File: src/rtl/control_sequencer_pkg.sv
// rtl/control_sequencer_pkg.sv - shared constants and types for the control sequencer
// ALU opcodes match the datapath encoding; field positions describe the 16-bit instruction word.
package control_sequencer_pkg;

  localparam int INSTR_W = 16;

  localparam int ALU_BIT = 15;
  localparam int OP_MSB  = 14;
  localparam int OP_LSB  = 12;
  localparam int RD_MSB  = 11;
  localparam int RD_LSB  = 8;
  localparam int RA_MSB  = 7;
  localparam int RA_LSB  = 4;
  localparam int RB_MSB  = 3;
  localparam int RB_LSB  = 0;
  localparam int IMM_MSB = 7;
  localparam int IMM_LSB = 0;

  typedef enum logic [2:0] {
    ALU_ADD = 3'b000,
    ALU_SUB = 3'b001,
    ALU_AND = 3'b010,
    ALU_OR  = 3'b011,
    ALU_XOR = 3'b100,
    ALU_NOT = 3'b101,
    ALU_SHL = 3'b110,
    ALU_SHR = 3'b111
  } alu_op_e;

  typedef enum logic [2:0] {
    CLS_NOP  = 3'b000,
    CLS_LDI  = 3'b001,
    CLS_JMP  = 3'b010,
    CLS_BZ   = 3'b011,
    CLS_BC   = 3'b100,
    CLS_RSV5 = 3'b101,
    CLS_RSV6 = 3'b110,
    CLS_HALT = 3'b111
  } instr_class_e;

  typedef enum logic [1:0] {
    BR_NONE,
    BR_JMP,
    BR_BZ,
    BR_BC
  } branch_e;

  typedef enum logic [1:0] {
    ST_IDLE,
    ST_FETCH,
    ST_EXEC,
    ST_HALT
  } state_e;

endpackage

File: src/rtl/control_sequencer_if.sv
// rtl/control_sequencer_if.sv - instruction fetch and datapath control bundle
// master is the sequencer side, slave is the memory/datapath side.
interface control_sequencer_if
  import control_sequencer_pkg::*;
#(
  parameter int PC_WIDTH = 8
);
  logic                imem_req;
  logic [PC_WIDTH-1:0] imem_addr;
  logic                imem_valid;
  logic [INSTR_W-1:0]  imem_data;
  logic                alu_zero;
  logic                alu_carry;
  logic                alu_en;
  logic [2:0]          alu_opcode;
  logic [3:0]          ra_addr;
  logic [3:0]          rb_addr;
  logic [3:0]          write_addr;
  logic [7:0]          imm_value;
  logic                write_en;

  modport master (
    output imem_req, imem_addr, alu_en, alu_opcode, ra_addr, rb_addr,
           write_addr, imm_value, write_en,
    input  imem_valid, imem_data, alu_zero, alu_carry
  );

  modport slave (
    input  imem_req, imem_addr, alu_en, alu_opcode, ra_addr, rb_addr,
           write_addr, imm_value, write_en,
    output imem_valid, imem_data, alu_zero, alu_carry
  );
endinterface

File: src/rtl/control_sequencer_instr_decoder.sv
// rtl/control_sequencer_instr_decoder.sv - combinational instruction decode
// Register fields are extracted raw for every instruction; only the strobes depend on the class.
module control_sequencer_instr_decoder
  import control_sequencer_pkg::*;
(
  input  logic [INSTR_W-1:0] ir,
  output logic [2:0]         alu_op,
  output logic [3:0]         rd,
  output logic [3:0]         ra,
  output logic [3:0]         rb,
  output logic [7:0]         imm,
  output logic               write_en,
  output logic               alu_en,
  output branch_e            branch,
  output logic               is_halt
);
  instr_class_e cls;
  logic         is_alu;

  always_comb begin
    is_alu   = ir[ALU_BIT];
    cls      = instr_class_e'(ir[OP_MSB:OP_LSB]);
    alu_op   = ir[OP_MSB:OP_LSB];
    rd       = ir[RD_MSB:RD_LSB];
    ra       = ir[RA_MSB:RA_LSB];
    rb       = ir[RB_MSB:RB_LSB];
    imm      = ir[IMM_MSB:IMM_LSB];
    alu_en   = is_alu;
    write_en = is_alu || (cls == CLS_LDI);
    branch   = BR_NONE;
    is_halt  = 1'b0;
    if (!is_alu) begin
      case (cls)
        CLS_JMP:  branch  = BR_JMP;
        CLS_BZ:   branch  = BR_BZ;
        CLS_BC:   branch  = BR_BC;
        CLS_HALT: is_halt = 1'b1;
        default:  ;
      endcase
    end
  end
endmodule

File: src/rtl/control_sequencer.sv
// rtl/control_sequencer.sv - fetch/decode/execute sequencer for the 8-bit datapath
// Optional SINGLE_STEP_EN: adds a step input and runs one instruction per step pulse.
module control_sequencer
  import control_sequencer_pkg::*;
#(
  parameter int PC_WIDTH = 8,
  parameter int RESET_PC = 0
)
(
  input  logic                clk,
  input  logic                rst,
  input  logic                run,
`ifdef SINGLE_STEP_EN
  input  logic                step,
`endif
  control_sequencer_if.master bus,
  output logic                flag_z,
  output logic                flag_c,
  output logic                halted
);
  state_e              state_q, state_d;
  logic [PC_WIDTH-1:0] pc_q;
  logic [INSTR_W-1:0]  ir_q;
  logic [2:0]          op_q;
  logic [3:0]          ra_q, rb_q, wa_q;
  logic [7:0]          imm_q;
  logic                we_q, ae_q;
  logic                accept, exec_done, br_taken, start, cont;

  logic [INSTR_W-1:0]  dec_in;
  logic [2:0]          d_op;
  logic [3:0]          d_rd, d_ra, d_rb;
  logic [7:0]          d_imm;
  logic                d_we, d_ae, d_halt;
  branch_e             d_branch;

  // Decode the incoming word while fetching, the held IR while executing.
  assign dec_in = (state_q == ST_FETCH) ? bus.imem_data : ir_q;

  control_sequencer_instr_decoder u_dec (
    .ir       (dec_in),
    .alu_op   (d_op),
    .rd       (d_rd),
    .ra       (d_ra),
    .rb       (d_rb),
    .imm      (d_imm),
    .write_en (d_we),
    .alu_en   (d_ae),
    .branch   (d_branch),
    .is_halt  (d_halt)
  );

`ifdef SINGLE_STEP_EN
  assign start = run && step;
  assign cont  = 1'b0;
`else
  assign start = run;
  assign cont  = run;
`endif

  always_comb begin
    state_d   = state_q;
    accept    = 1'b0;
    exec_done = 1'b0;
    br_taken  = 1'b0;
    case (state_q)
      ST_IDLE:  if (start) state_d = ST_FETCH;
      ST_FETCH: begin
        if (bus.imem_valid) begin
          accept  = 1'b1;
          state_d = ST_EXEC;
        end
      end
      ST_EXEC: begin
        exec_done = 1'b1;
        case (d_branch)
          BR_JMP:  br_taken = 1'b1;
          BR_BZ:   br_taken = flag_z;
          BR_BC:   br_taken = flag_c;
          default: br_taken = 1'b0;
        endcase
        if (d_halt)    state_d = ST_HALT;
        else if (cont) state_d = ST_FETCH;
        else           state_d = ST_IDLE;
      end
      ST_HALT:  state_d = ST_HALT;
      default:  state_d = ST_IDLE;
    endcase
  end

  always_ff @(posedge clk or negedge rst) begin
    if (!rst) state_q <= ST_IDLE;
    else      state_q <= state_d;
  end

  always_ff @(posedge clk or negedge rst) begin
    if (!rst) begin
      pc_q   <= PC_WIDTH'(RESET_PC);
      ir_q   <= '0;
      op_q   <= '0;
      ra_q   <= '0;
      rb_q   <= '0;
      wa_q   <= '0;
      imm_q  <= '0;
      we_q   <= 1'b0;
      ae_q   <= 1'b0;
      flag_z <= 1'b0;
      flag_c <= 1'b0;
    end else begin
      if (accept) begin
        ir_q  <= bus.imem_data;
        op_q  <= d_op;
        ra_q  <= d_ra;
        rb_q  <= d_rb;
        wa_q  <= d_rd;
        imm_q <= d_imm;
        we_q  <= d_we;
        ae_q  <= d_ae;
      end
      if (exec_done) begin
        we_q <= 1'b0;
        ae_q <= 1'b0;
        // ae_q still marks the ALU instruction on its closing edge.
        if (ae_q) begin
          flag_z <= bus.alu_zero;
          flag_c <= bus.alu_carry;
        end
        if (!d_halt) pc_q <= br_taken ? PC_WIDTH'(d_imm) : pc_q + PC_WIDTH'(1);
      end
    end
  end

  assign bus.imem_req   = (state_q == ST_FETCH);
  assign bus.imem_addr  = pc_q;
  assign bus.alu_en     = ae_q;
  assign bus.alu_opcode = op_q;
  assign bus.ra_addr    = ra_q;
  assign bus.rb_addr    = rb_q;
  assign bus.write_addr = wa_q;
  assign bus.imm_value  = imm_q;
  assign bus.write_en   = we_q;
  assign halted         = (state_q == ST_HALT);
endmodule

File: src/flat_wrapper.sv
// flat-port wrapper written by rule: the top's interface ports become plain ports
module control_sequencer_flat import control_sequencer_pkg::*;
#(
  parameter int PC_WIDTH = 8,
  parameter int RESET_PC = 0
)
  (clk, rst, run, flag_z, flag_c, halted, bus_imem_req, bus_imem_addr, bus_alu_en, bus_alu_opcode, bus_ra_addr, bus_rb_addr, bus_write_addr, bus_imm_value, bus_write_en, bus_imem_valid, bus_imem_data, bus_alu_zero, bus_alu_carry);
  control_sequencer_if #(.PC_WIDTH(PC_WIDTH)) bus_i ();
  input  logic clk;
  input  logic rst;
  input  logic run;
  output logic flag_z;
  output logic flag_c;
  output logic halted;
  output wire logic [$bits(bus_i.imem_req)-1:0] bus_imem_req;
  output wire logic [$bits(bus_i.imem_addr)-1:0] bus_imem_addr;
  output wire logic [$bits(bus_i.alu_en)-1:0] bus_alu_en;
  output wire logic [$bits(bus_i.alu_opcode)-1:0] bus_alu_opcode;
  output wire logic [$bits(bus_i.ra_addr)-1:0] bus_ra_addr;
  output wire logic [$bits(bus_i.rb_addr)-1:0] bus_rb_addr;
  output wire logic [$bits(bus_i.write_addr)-1:0] bus_write_addr;
  output wire logic [$bits(bus_i.imm_value)-1:0] bus_imm_value;
  output wire logic [$bits(bus_i.write_en)-1:0] bus_write_en;
  input wire logic [$bits(bus_i.imem_valid)-1:0] bus_imem_valid;
  input wire logic [$bits(bus_i.imem_data)-1:0] bus_imem_data;
  input wire logic [$bits(bus_i.alu_zero)-1:0] bus_alu_zero;
  input wire logic [$bits(bus_i.alu_carry)-1:0] bus_alu_carry;
  assign bus_imem_req = bus_i.imem_req;
  assign bus_imem_addr = bus_i.imem_addr;
  assign bus_alu_en = bus_i.alu_en;
  assign bus_alu_opcode = bus_i.alu_opcode;
  assign bus_ra_addr = bus_i.ra_addr;
  assign bus_rb_addr = bus_i.rb_addr;
  assign bus_write_addr = bus_i.write_addr;
  assign bus_imm_value = bus_i.imm_value;
  assign bus_write_en = bus_i.write_en;
  assign bus_i.imem_valid = bus_imem_valid;
  assign bus_i.imem_data = bus_imem_data;
  assign bus_i.alu_zero = bus_alu_zero;
  assign bus_i.alu_carry = bus_alu_carry;
  control_sequencer #(.PC_WIDTH(PC_WIDTH), .RESET_PC(RESET_PC)) u_core (.clk(clk), .rst(rst), .run(run), .bus(bus_i), .flag_z(flag_z), .flag_c(flag_c), .halted(halted));
endmodule
File: config.mk
export PLATFORM = sky130hd
export DESIGN_NAME = control_sequencer_flat
export DESIGN_NICKNAME = d
export VERILOG_FILES = /design/src/rtl/control_sequencer_pkg.sv /design/src/rtl/control_sequencer_if.sv /design/src/rtl/control_sequencer_instr_decoder.sv /design/src/rtl/control_sequencer.sv /design/src/flat_wrapper.sv
export SDC_FILE = /design/constraint.sdc
export NUM_CORES = 1
export LEC_CHECK = 0
export BUFFER_PORTS_ARGS = -buffer_cell sky130_fd_sc_hd__buf_2
export CORE_MARGIN = 3
export CORE_UTILIZATION = 50
export DETAILED_ROUTE_END_ITERATION = 7
export PLACE_DENSITY = 0.77
export SETUP_SLACK_MARGIN = 0.5
export SLEW_MARGIN = 15
export SYNTH_ARGS = -nofsm -noshare
export SYNTH_HDL_FRONTEND = slang
export SYNTH_SLANG_ARGS = --single-unit
File: constraint.sdc
create_clock -name clk -period 2.15 [get_ports clk]
set_clock_uncertainty 0.15 [all_clocks]
set_input_delay 0.43 -clock clk [delete_from_list [all_inputs] [get_ports clk]]
set_output_delay 0.43 -clock clk [all_outputs]
set_load 0.01 [all_outputs]
After elaboration in Yosys (flattened, before gate mapping)
Cells that the tools add are included.
- register bits after elaboration: 53
- input port bits: 22
- output and inout bits: 37
- logic and storage cells: 53
- add/subtract/negate cells: 1
- equal/unequal tests: 13
- multiplexer cells: 20
- bitwise logic cells: 1
- reduce and logical (&&, ||, !) cells: 6
- operators by type and width (cell ; count):
    $mux W16 ; 1
    $mux W1 ; 11
    $add A8 B1 Y8 const B ; 1
    $eq A2 B2 Y1 const B ; 4
    $mux W2 ; 4
    $mux W8 ; 1
    $pmux W2 S4 ; 1
    $eq A3 B2 Y1 const B ; 2
    $eq A3 B3 Y1 const B ; 2
    $pmux W2 S3 ; 1
    $reduce_and A2 Y1 ; 3
    $eq A2 B1 Y1 const B ; 2
    $eq A3 B1 Y1 const B ; 1
    $pmux W1 S3 ; 1
    $logic_not A2 Y1 ; 1
    $ne A2 B1 Y1 const B ; 1
    $ne A2 B2 Y1 const B ; 1
    $reduce_bool A2 Y1 ; 1
    $logic_or A1 B1 Y1 ; 1
    $not A1 Y1 ; 1

Logic depth before layout (Yosys ltp)
Gate-level depths: netlist of the first run.
- word-level depth: 9
- depth in mapped cells: 7
- depth with buffers taken out: 5

Cells and area by module
Synthesis of the first run repeated with hierarchy kept, for this count alone.
- cells, all modules: 223
- area total of the unflattened synthesis: 2777.7 sq um
- by module, submodules not included (module ; times used ; cells an instance ; area each (sq um) ; sequential area each (sq um)):
    control_sequencer ; 1 ; 191 ; 2536.2 ; 1326.3
    control_sequencer_instr_decoder ; 1 ; 32 ; 241.5 ; 0.0

Worst setup path after synthesis of the first run
Ideal clock, no wire load.
- kind: flip-flop to flip-flop
- from: reg u_core.state_q[0]
- to: reg u_core.pc_q[0] (netlist: u_core.bus.imem_addr[0])
- library setup time: 0.101 ns
- arrival: 1.631 ns
- data required time: 1.899 ns
- setup slack: 0.269 ns
- stages on the path, launching flop included: 7
- buffers on the path: 1
- clock period less this slack: 1.881 ns
- cells stage by stage: dfrtp_1 > nor2b_2 > buf_6 > mux2_2 > a21oi_2 > nor2_2 > o311ai_2
- word-level cells in the longest chain between the ends: 9
- elaborated cells on any way between the ends: 20
- those cells by class: eq/ne: 9; mux: 9; bitwise: 1; reduce/logical: 1
- RTL lines (what ; line ; text):
    from (decl) ; control_sequencer.sv:21 ; state_e state_q, state_d;
    from (signal assigned) ; control_sequencer.sv:93 ; else state_q <= state_d;
    $eq A2 B1 Y1 * ; - ;
    via bus_imem_req ; flat_wrapper.sv:15 ; output wire logic [$bits(bus_i.imem_req)-1:0] bus_imem_req;
    $mux W16 * ; control_sequencer.sv:38 ; assign dec_in = (state_q == ST_FETCH) ? bus.imem_data : ir_q;
    $eq A3 B3 Y1 or $eq A3 B2 Y1 (tied branches) ; control_sequencer_instr_decoder.sv:33 ; case (cls)
    $pmux W2 S3 ; control_sequencer_instr_decoder.sv:33 ;
    $mux W2 ; control_sequencer_instr_decoder.sv:32 ; if (!is_alu) begin
    $eq A2 B2 Y1 or $eq A2 B1 Y1 (tied branches) ; control_sequencer.sv:76 ; case (d_branch)
    $pmux W1 S3 ; control_sequencer.sv:76 ;
    $mux W1 ; control_sequencer.sv:66 ; case (state_q)
    $mux W8 ; control_sequencer.sv:128 ; if (!d_halt) pc_q <= br_taken ? PC_WIDTH'(d_imm) : pc_q + PC_WIDTH'(1);
    to (signal assigned) ; control_sequencer.sv:98 ; pc_q <= PC_WIDTH'(RESET_PC);
    to (signal assigned) ; control_sequencer.sv:128 ;
    to (decl) ; control_sequencer.sv:22 ; logic [PC_WIDTH-1:0] pc_q;
Mark *: on every way through the listed nets, which the timed path passes. The rest lies on a longest branch.
A chain may end at the register's enable or synchronous reset.

Final worst setup path of the first run
- from: reg u_core.state_q[1]
- to: reg u_core.pc_q[5] (netlist: u_core.bus.imem_addr[5])
- word-level cells in the longest chain between the ends: 9
- elaborated cells on any way between the ends: 20
- those cells by class: eq/ne: 9; mux: 9; bitwise: 1; reduce/logical: 1
- RTL lines (what ; line):
    $eq A2 B1 Y1 ; control_sequencer.sv:38
    $mux W16 ; control_sequencer.sv:38
    $eq A3 B3 Y1 or $eq A3 B2 Y1 (tied branches) ; control_sequencer_instr_decoder.sv:33
    $pmux W2 S3 ; control_sequencer_instr_decoder.sv:33
    $mux W2 ; control_sequencer_instr_decoder.sv:32
    $eq A2 B2 Y1 or $eq A2 B1 Y1 (tied branches) ; control_sequencer.sv:76
    $pmux W1 S3 ; control_sequencer.sv:76
    $mux W1 ; control_sequencer.sv:66
    $mux W8 ; control_sequencer.sv:128
Several ways; a longest one is shown, not always the timed one.

==> results of run 1 <==
-- worst max-delay path by stage --
stage,from,to,slack (ns),cells past startpoint
3_3_place_gp,u_core.ir_q[15],u_core.bus.imem_addr[5],0.26,5
3_5_place_dp,u_core.state_q[1],u_core.bus.imem_addr[5],0.21,5
4_1_cts,u_core.state_q[1],u_core.bus.imem_addr[7],0.28,5
5_1_grt,u_core.ir_q[15],u_core.bus.imem_addr[5],0.18,5
6_report,u_core.state_q[1],u_core.bus.imem_addr[5],0.25,5
2_1_floorplan,u_core.state_q[0],u_core.bus.imem_addr[4],0.33,6
-- cell usage in the layout (no fill, tap or decap), drive strengths merged, types with 4 or more instances in the layout --
cell	count
buf	73
nand3	5
clkbuf	6
nand2	73
o211ai	4
nor2	11
nor3	4
a32oi	4
and2	4
dfrtp	41
a21oi	8
and4b	4
-- state kept, by name, summed over array words and instances (netlist names) --
| name | count |
|---|---|
| u_core.ir_q | 12 |
| u_core.bus.imem_addr | 8 |
| u_core.bus.imm_value | 7 |
| u_core.bus.write_addr | 4 |
| u_core.bus.alu_opcode | 3 |
| u_core.state_q | 2 |
| u_core.bus.alu_en | 1 |
| u_core.bus.ra_addr | 1 |
| u_core.bus.write_en | 1 |
| u_core.flag_c | 1 |
| u_core.flag_z | 1 |
-- through the flow --
step,std cells,util
final,329,0.695
after floorplan,217,-
after CTS,326,0.675
after detailed placement,312,0.626
after global placement,312,0.626
after global routing,329,0.695
-- final cells by class --
type,instances,area [sq um],share of cell area
tap,48,60.1,0.0229
multi-input combinational,157,982,0.375
timing repair buffer,74,457,0.174
inverter,2,7.51,0.00286
clock buffer,6,82.6,0.0315
clock inverter,1,7.51,0.00286
sequential,41,1030,0.391
-- power breakdown --
group	switching (mW)	internal [mW]	total, mW
Sequential	0.294	1.10	1.39
Clock	0.254	0.253	0.507
Combinational	1.05	0.884	1.93
-- logic make-up (layout without fill, tap and decap cells) --
logic type      count (synthesis)  count (layout)  share of synthesized area
compound gates                 34              34                      0.129
xor+xnor                        1               1                    0.00433
fa+ha+maj                       1               1                    0.00618
buf+inv                        19              83                     0.0538
flops                          41              41                      0.507
mux                             6               6                     0.0334
simple gates                  115             115                      0.267
-- worst reg2reg max path, delay by kind of cell, from the launching register on --
kind            cells  cell delay, ns
compound gates      2            0.48
simple gates        2            0.37
flops               1            0.42
mux                 1            0.37
-- per-layer routing --
layer	routed length [um]	share of wire	vias to the layer above	GRT usage
met4	79	0.016	0	0.0702
met5	0	0	-	0
met1	2120	0.43	864	0.280
li1	-	-	866	-
met3	309	0.062	9	0.0493
met2	2470	0.50	57	0.347
-- what timing repair did --
| item | in CTS | in global routing |
|---|---|---|
| setup buffers | 6 | 3 |
| hold endpoints to repair | 19 | 0 |
| hold buffers | 1 | 0 |
| pin swaps | 9 | 7 |
| resized for setup | 7 | 12 |
| endpoints found under the setup margin | 11 | 36 |
==> summary.txt, run 1 <==
Place
  • Cell area after placement: 2360 sq um
  • Hpwl dp: 3460 um
  • Pre-CTS setup slack: between 0.2 and 0.25 ns
  • Port Buffers: 58
  • RD Place Congestion: 0.896

Pwr
  • Worst VDD drop: 879 uV
  • Final Power: 3.83 mW
  • P per Cell Area: 1460 nW/um^2
  • Pleak: 1.31 nW

Min path
  • Min-delay src: bus_imem_data[11]
  • Tightest Hold Check Type: input port to flip-flop
  • Hold Path Sink: u_core.bus.write_addr[3]
  • Min-Delay Path Depth: 3

STA
  • Final min period: 1.90 ns
  • Max Fclk: 526 MHz
  • Final number of setup-violating endpoints: 0
  • Setup TNS Final: 0 ns
  • Tcrit/Tclk final: 0.885
  • Worst-Margin Slew: 0.448 ns
  • Max-slew violations: 0
  • Final worst slack: between 0.2 and 0.25 ns
  • Slew margin rel.: 0.701
  • Fin. Hold Viols: 0
  • Worst hold slack: ~0.17 ns
  • RSZ-0062 raised after global routing: true

Cells and area
  • Antenna diode count: 0
  • Finished layout cell area: 2620 sq um
  • Final #Nets: roughly 300
  • Fill cells: 283
  • Layout cells sized above 1: 0.359
  • Layout Area Growth over Synthesis: 29.5%

Floorplan
  • Die Height: 69.6 um
  • Die footprint: 4850 sq um
  • Starting density of the core: 0.537
  • Core box area: approximately 3800 sq um
  • Row cnt: 22
  • I/O pin cnt: 59
  • DIE WIDTH: between 60 and 70 um

Clocking
  • Root Buffer: clkbuf_8
  • Clock insertion delay at the later pin of the skew report: 0.29 ns
  • Clock H-tree levels: 2
  • CTS tree: done
  • TritonCTS Sinks: 41
  • CTS Buf Count: 5
  • Clock Pin Slew Worst Setup and Hold Paths: 0.08 ns
  • Buffer levels on the longest clock path: 2

Synth
  • Synthesized area: 2020 sq um
  • Register area share after synthesis: 0.507
  • Post-synth top cells: 73 x nand2_1, 41 x dfrtp_1, 10 x nor2_1, 8 x buf_4, 8 x clkbuf_1
  • Post-synth ARST share: 1.00
  • Share of the synthesized area in the top cell type: 0.507
  • Library cells used by synthesis: 42
  • Syn Area/Cell: 9.33 sq um
  • #FFs+latches synth: 41
  • Most common cell in the netlist: nand2_1
  • Synth warn: 0
  • Synth Flop Type: dfrtp_1
  • Post-synthesis instance total: around 220
  • Number of synthesized flops with an enable pin: 0
  • Synth area leader: dfrtp_1
  • Synthesized Nets: 240
  • Top cells by area, synth: dfrtp_1 51%, nand2_1 14%, buf_4 3.0%, and4b_1 2.0%, nor2_1 1.9%

Critical path
  • CP Max Fanout: 7
  • R2R Setup Slk: 0.25 ns
  • Delay-heaviest family, CP: compound AO/OA/AOI/OAI gates
  • Reg2reg end: u_core.bus.imem_addr[5]
  • Critical Path Max Stage Delay: 0.42 ns
  • Worst path cell trace: nor2b_4 -> mux2_4 -> a21oi_4 -> nor2_4 -> o221a_1
  • CP bufs+invs: 0
  • Crit-path slowest cell: dfrtp_1
  • Reg2reg start: u_core.state_q[1]
  • Depth of the worst register-to-register path: 5
  • Endpoint type of the worst setup path: flip-flop
  • Critical Path AT: ~1.9 ns
  • Critical setup path kind: flip-flop to flip-flop
  • Critical Path RT: 2.18 ns
  • Startpoint Class: flip-flop

Global route
  • Vias in the first global route: 1783
  • Overall Global Routing Usage: 0.213
  • Largest net degree at the start of global routing: 24
  • Congestion Overflow GR: 0
  • Initial antenna violation count: 0
  • First-pass GRT wire length: 8310 um

Drt
  • Post-route ant nets: 0
  • DR pass1 iterations: 4
  • Residual DRC count: 0
  • Starting DRT DRC Count: 224
  • Vias per cell: 5.46
  • Drt total wl: approximately 5000 um
  • Via count: 1796
  • Per-cell routed wire length: between 15 and 20 um

Run
  • Maxcap violations: 0

Status
  • Status: complete, no violations
No activity file was read; power rests on OpenSTA's default activity.
==> run 2, diff against run 1 <==
BUFFER_PORTS_ARGS = -buffer_cell sky130_fd_sc_hd__clkbuf_2   (was -buffer_cell sky130_fd_sc_hd__buf_2)
CORE_UTILIZATION = 51   (was 50)
PLACE_DENSITY = 0.79   (was 0.77)
==> summary.txt, run 2 (synthesis results as in run 1) <==
Status
  • Status: complete, no violations

Cells and area
  • Util after Layout: 0.763 (+0.0679)
  • Largest Register: u_core.ir_q
  • Commonest non-fill, non-tap cells in the layout: 57 x clkbuf_2, 50 x nand2_1, 40 x dfrtp_1
  • Fill cells: 264 (-6.7%)
  • Finished layout cell area: 2860 sq um (+9.0%)
  • Layout Area Growth over Synthesis: 41.2%
  • Antenna diode count: 0 (unchanged)
  • Layout cells sized above 1: 0.476 (+0.116)
  • Max reg flops: 12 (unchanged)
  • Most common cell after layout, fill and taps aside: clkbuf_2
  • Final #Nets: 313 (+3.0%)
  • Register area: 1030 sq um (+0.12%)
  • Multi-input gate area: 1100 sq um (+12%)

Clocking
  • CTS Buf Count: 5 (unchanged)
  • CTS tree: done
  • TritonCTS Sinks: 41 (unchanged)
  • Clock insertion delay at the later pin of the skew report: 0.30 ns (about the same)
  • Root Buffer: clkbuf_8
  • Clock H-tree levels: 2 (unchanged)
  • Clock Pin Slew Worst Setup and Hold Paths: 0.07 ns (about the same)
  • Buffer levels on the longest clock path: 2 (unchanged)

Critical path
  • Critical setup path kind: flip-flop to flip-flop
  • Levels on crit path: 6 (+1)
  • Critical Path RT: 2.16 ns (-0.02 ns)
  • CP bufs+invs: 1 (+1)
  • Startpoint Class: flip-flop
  • Critical Path Max Stage Delay: 0.48 ns (+0.06 ns)
  • Depth of the worst register-to-register path: 6 (+1)
  • Endpoint type of the worst setup path: flip-flop
  • Crit-path slowest cell: dfrtp_1
  • Worst path cell trace: xnor2_1 -> nor4b_2 -> buf_4 -> o31ai_4 -> o211ai_1 -> o221ai_1
  • CP Max Fanout: 7 (unchanged)
  • Critical Path AT: 2.00 ns (+0.07 ns)
  • Delay-heaviest family, CP: flip-flops

STA
  • Final min period: 1.99 ns (+0.0855 ns)
  • RSZ-0062 raised after global routing: true
  • Worst hold slack: 0.179 ns (+0.00930 ns)
  • Fin. Hold Viols: 0 (unchanged)
  • Max Fclk: 503 MHz (-4.3%)
  • Final number of setup-violating endpoints: 0 (unchanged)
  • Tcrit/Tclk final: 0.925 (+0.0398)
  • Worst-Margin Slew: 0.564 ns (+0.116 ns)
  • Max-slew violations: 0 (unchanged)
  • Slew margin rel.: 0.624 (-0.0775)
  • Setup TNS Final: 0 ns (unchanged)

Place
  • Hpwl dp: 3360 um (-2.9%)
  • Cell area after placement: 2360 sq um (+0.11%)
  • Port Buffers: 58 (unchanged)
  • RD Place Congestion: 0.891 (-0.57%)

Global route
  • Overall Global Routing Usage: 0.214 (+0.00118)
  • Vias in the first global route: 1679 (-5.8%)
  • First-pass GRT wire length: 8150 um (-1.9%)
  • Largest net degree at the start of global routing: 22 (-8.3%)
  • Congestion Overflow GR: 0 (unchanged)
  • Initial antenna violation count: 0 (unchanged)

Pwr
  • Internal power: 2.43 mW (+8.7%)
  • P per Cell Area: 1490 nW/um^2 (+1.8%)
  • Sw Ratio: 0.429 (+0.0118)
  • Register share of total power: 0.335 (-0.028)
  • P_sw: 1.82 mW (+14%)
  • Pleak: 1.44 nW (+10%)
  • Clock power share: 0.122 (-0.010)
  • Comb power frac: 0.543 (+0.039)
  • Worst VDD drop: 811 uV (-7.8%)

Floorplan
  • Die Height: 69.0 um (-0.90%)
  • Starting density of the core: 0.541 (+0.00395)
  • Row cnt: 22 (unchanged)
  • I/O pin cnt: 59 (unchanged)
  • Die footprint: 4760 sq um (-1.8%)
  • DIE WIDTH: 69.0 um (-0.90%)
  • Core box area: 3740 sq um (-0.73%)

Drt
  • Drt total wl: 5860 um (+18%)
  • Starting DRT DRC Count: 101 (-55%)
  • Post-route ant nets: 0 (unchanged)
  • DR pass1 iterations: 4 (unchanged)
  • Per-cell routed wire length: 17.3 um (+15%)
  • Residual DRC count: 0 (unchanged)
  • Vias per cell: 5.66 (+3.6%)
  • Via count: 1912 (+6.5%)

Run
  • Maxcap violations: 0 (unchanged)

Min path
  • Min-Delay Path Depth: 3 (unchanged)
  • Tightest Hold Check Type: input port to flip-flop
run 2: changes by cell type in the layout (fill, tap and decap cells not counted), sizes merged:
cell,change
clkbuf,+58
buf,-49
run 2: area by class of cell:
cell class                 count  share of cell area
multi-input combinational    157               0.384
sequential                    41               0.359
timing repair buffer          83               0.201
clock buffer                   6              0.0289
tap                           48              0.0210
clock inverter                 1             0.00263
inverter                       2             0.00263
run 2: what timing repair did:
action / 4_1_cts / 5_1_grt
setup buffers: 11 / 2
hold endpoints to repair: 20 / 0
setup endpoints to repair: 32 / 38
hold buffers: 1 / 0
resized for setup: 15 / 54
cloned: 2 / 1
pin swaps: 9 / 18
run 2: through the flow:
step	total power, mW	instances	setup WS [ns]
2_1_floorplan	2.52	217	0.326
3_3_place_gp	3.00	314	0.179
3_5_place_dp	3.03	314	0.0948
4_1_cts	3.84	335	0.277
5_1_grt	4.51	338	0.0960
6_report	4.25	338	0.162
run 2: worst register-to-register path, delay by kind of cell, from the launching register on:
kind,cells,cell delay (ns)
AO/OA/AOI/OAI,3,0.48
XOR/XNOR,1,0.18
buffers and inverters,1,0.20
flip-flops,1,0.48
AND/OR/NAND/NOR,1,0.36
run 2: power by group through the flow:
stage               Combinational (mW)  Sequential [mW]  Clock [mW]
floorplan                         1.08             1.44           0
global placement                  1.61             1.39           0
detailed placement                1.63             1.39           0
CTS                               1.94             1.39       0.523
global route                      2.48             1.47       0.558
finish                            2.31             1.42       0.517
run 2: worst paths after layout:
kind | slack, ns | endpoint | from
setup / recovery | 0.16 | u_core.bus.imem_addr[1] | u_core.ir_q[14]
max in group asynchronous | 0.83 | u_core.state_q[0] | rst
hold / removal | 0.18 | u_core.bus.write_addr[2] | bus_imem_data[10]
min in group asynchronous | 0.50 | u_core.bus.imem_addr[3] | rst
setup reg to reg | 0.16 | u_core.bus.imem_addr[1] | u_core.ir_q[14]
hold reg to reg | 0.33 | u_core.bus.write_addr[2] | u_core.bus.write_addr[2]
run 2: per-layer routing:
metal  track usage  vias up  part of all wire
li1              -      888                 -
met1         0.298      921              0.40
met2         0.322       81              0.49
met3        0.0598       22             0.068
met4        0.0716        0             0.045
met5             0        -                 0
==> run 3, diff against run 2 <==
SETUP_SLACK_MARGIN = default   (was 0.5)
==> summary.txt, run 3 (synthesis results as in run 1) <==
Status
  • Status: complete, no violations

Run
  • Maxcap violations: 0 (unchanged)

Global route
  • Overall Global Routing Usage: 0.193 (-0.0214)
  • GR Util met1: 0.285 (-0.0135)
  • Global routing usage on met3: 0.0554 (-0.00437)
  • Vias in the first global route: 1534 (-8.6%)
  • Initial antenna violation count: 0 (unchanged)
  • Grt met2 use: 0.276 (-0.0456)
  • First-pass GRT wire length: 7410 um (-9.1%)
  • Congestion Overflow GR: 0 (unchanged)
  • Largest net degree at the start of global routing: 42 (+91%)
  • GR peak layer: met1

Clocking
  • CTS Buf Count: 5 (unchanged)
  • Clock Pin Slew Worst Setup and Hold Paths: 0.08 ns (about the same)
  • TritonCTS Sinks: 41 (unchanged)
  • Clock insertion delay at the later pin of the skew report: 0.30 ns (about the same)
  • CTS tree: done
  • Clock H-tree levels: 2 (unchanged)
  • Post-CTS setup buffers: 0 (-11)
  • CTS Hold Bufs: 0 (-1)
  • Root Buffer: clkbuf_8
  • Buffer levels on the longest clock path: 2 (unchanged)

Floorplan
  • Core box area: 3740 sq um (unchanged)
  • Die footprint: 4760 sq um (unchanged)
  • Starting density of the core: 0.541 (unchanged)
  • Row cnt: 22 (unchanged)
  • Die Height: 69.0 um (unchanged)
  • I/O pin cnt: 59 (unchanged)
  • DIE WIDTH: 69.0 um (unchanged)

Place
  • Pre-CTS setup slack: 0.114 ns (+0.0195 ns)
  • RD Place Congestion: 0.894 (+0.34%)
  • Hpwl dp: 3250 um (-3.2%)
  • Placed Cells: 315 (+0.32%)
  • Port Buffers: 58 (unchanged)

Critical path
  • Reg2reg start: u_core.state_q[1]
  • Reg2reg end: u_core.bus.imem_addr[0]
  • Critical setup path kind: flip-flop to flip-flop
  • Critical Path AT: 2.01 ns (about the same)
  • R2R Setup Slk: 0.19 ns (+0.03 ns)
  • Startpoint Class: flip-flop
  • Endpoint type of the worst setup path: flip-flop
  • Critical Path RT: 2.20 ns (+0.04 ns)
  • CP Max Fanout: 8 (+1)
  • Depth of the worst register-to-register path: 5 (-1)

Drt
  • Vias per cell: 5.46 (-3.6%)
  • Drt total wl: 4480 um (-24%)
  • Starting DRT DRC Count: 142 (+41%)
  • Via count: 1762 (-7.8%)
  • DR pass1 iterations: 4 (unchanged)
  • Per-cell routed wire length: 13.9 um (-20%)
  • Post-route ant nets: 0 (unchanged)
  • Residual DRC count: 0 (unchanged)

Cells and area
  • Final #Nets: 297 (-5.1%)
  • Most common cell after layout, fill and taps aside: nand2_1
  • Util after Layout: 0.650 (-0.113)
  • Layout Area Growth over Synthesis: 20.2%
  • Final non-filler cell total: 323 (-4.4%)
  • Layout cells sized above 1: 0.305 (-0.170)
  • Commonest non-fill, non-tap cells in the layout: 73 x nand2_1, 58 x clkbuf_2, 41 x dfrtp_1
  • Max reg flops: 12 (unchanged)
  • Largest Register: u_core.ir_q
  • Antenna diode count: 0 (unchanged)

STA
  • Setup TNS Final: 0 ns (unchanged)
  • Worst-Margin Slew: 0.511 ns (-0.0534 ns)
  • Tcrit/Tclk final: 0.910 (-0.0150)
  • Final min period: 1.96 ns (-0.0321 ns)
  • Max-slew violations: 0 (unchanged)
  • RSZ-0062 raised after global routing: false
  • Final number of setup-violating endpoints: 0 (unchanged)
  • Slew margin rel.: 0.660 (+0.0356)
  • Worst hold slack: 0.0250 ns (-0.153 ns)
  • Fin. Hold Viols: 0 (unchanged)
  • Max Fclk: 511 MHz (+1.6%)
  • Final worst slack: 0.194 ns (+0.0321 ns)

Pwr
  • Pleak: 1.25 nW (-14%)
  • P per Cell Area: 1440 nW/um^2 (-3.5%)
  • Worst VDD drop: 823 uV (+1.5%)

Min path
  • Tightest Hold Check Type: input port to asynchronous set/reset pin
-- run 3: cell count changes in the layout (fill, tap and decap cells not counted), sizes merged --
| cell | delta |
|---|---|
| dlygate4sd3 | -1 |
| clkinvlp | +1 |
| buf | -15 |
-- run 3: repair_timing --
action                                  CTS  global route
endpoints found under the setup margin    0             1
hold endpoints to repair                  0             0
gates resized for setup                   0             1
-- run 3: per-stage QoR --
stage,total power [mW],area (sq um)
final,3.50,2430
after global routing,3.77,2430
after CTS,3.51,2430
after detailed placement,3.01,2340
after global placement,2.96,2340
after floorplan,2.48,2020
-- run 3: worst max path at each step --
| stage | start | cells past startpoint | end | slack (ns) |
|---|---|---|---|---|
| 3_3_place_gp | u_core.state_q[1] | 5 | u_core.bus.imem_addr[0] | 0.18 |
| 2_1_floorplan | u_core.state_q[0] | 6 | u_core.bus.imem_addr[0] | 0.27 |
| 3_5_place_dp | u_core.state_q[1] | 5 | u_core.bus.imem_addr[0] | 0.11 |
| 6_report | u_core.state_q[1] | 5 | u_core.bus.imem_addr[0] | 0.19 |
| 4_1_cts | u_core.state_q[1] | 5 | u_core.bus.imem_addr[0] | 0.10 |
| 5_1_grt | u_core.state_q[1] | 5 | u_core.bus.imem_addr[0] | 0.05 |
-- run 3: metal layers --
layer | part of all wire | vias to the layer above
met4 | 0.0078 | 0
met1 | 0.47 | 843
met5 | 0 | -
met3 | 0.061 | 4
li1 | - | 856
met2 | 0.46 | 59
-- run 3: worst max-delay path, stage by stage, from the launching register on --
cell and delay [ns]:
dfrtp_1 0.41, nor2b_4 0.22, mux2_2 0.40, a21oi_2 0.30, nor2_2 0.12, o311ai_2 0.26
-- run 3: cell type report --
cell class	instances	area, sq um
fill	328	1310
sequential	41	1030
multi-input combinational	157	895
timing repair buffer	67	358
clock buffer	6	72.6
tap	48	60.1
clock inverter	2	15.0
inverter	2	7.51
-- run 3: where the power goes --
| group | total [mW] | internal, mW | switching [mW] |
|---|---|---|---|
| clock network | 0.499 | 0.229 | 0.270 |
| registers | 1.37 | 1.10 | 0.274 |
| logic | 1.63 | 0.698 | 0.927 |
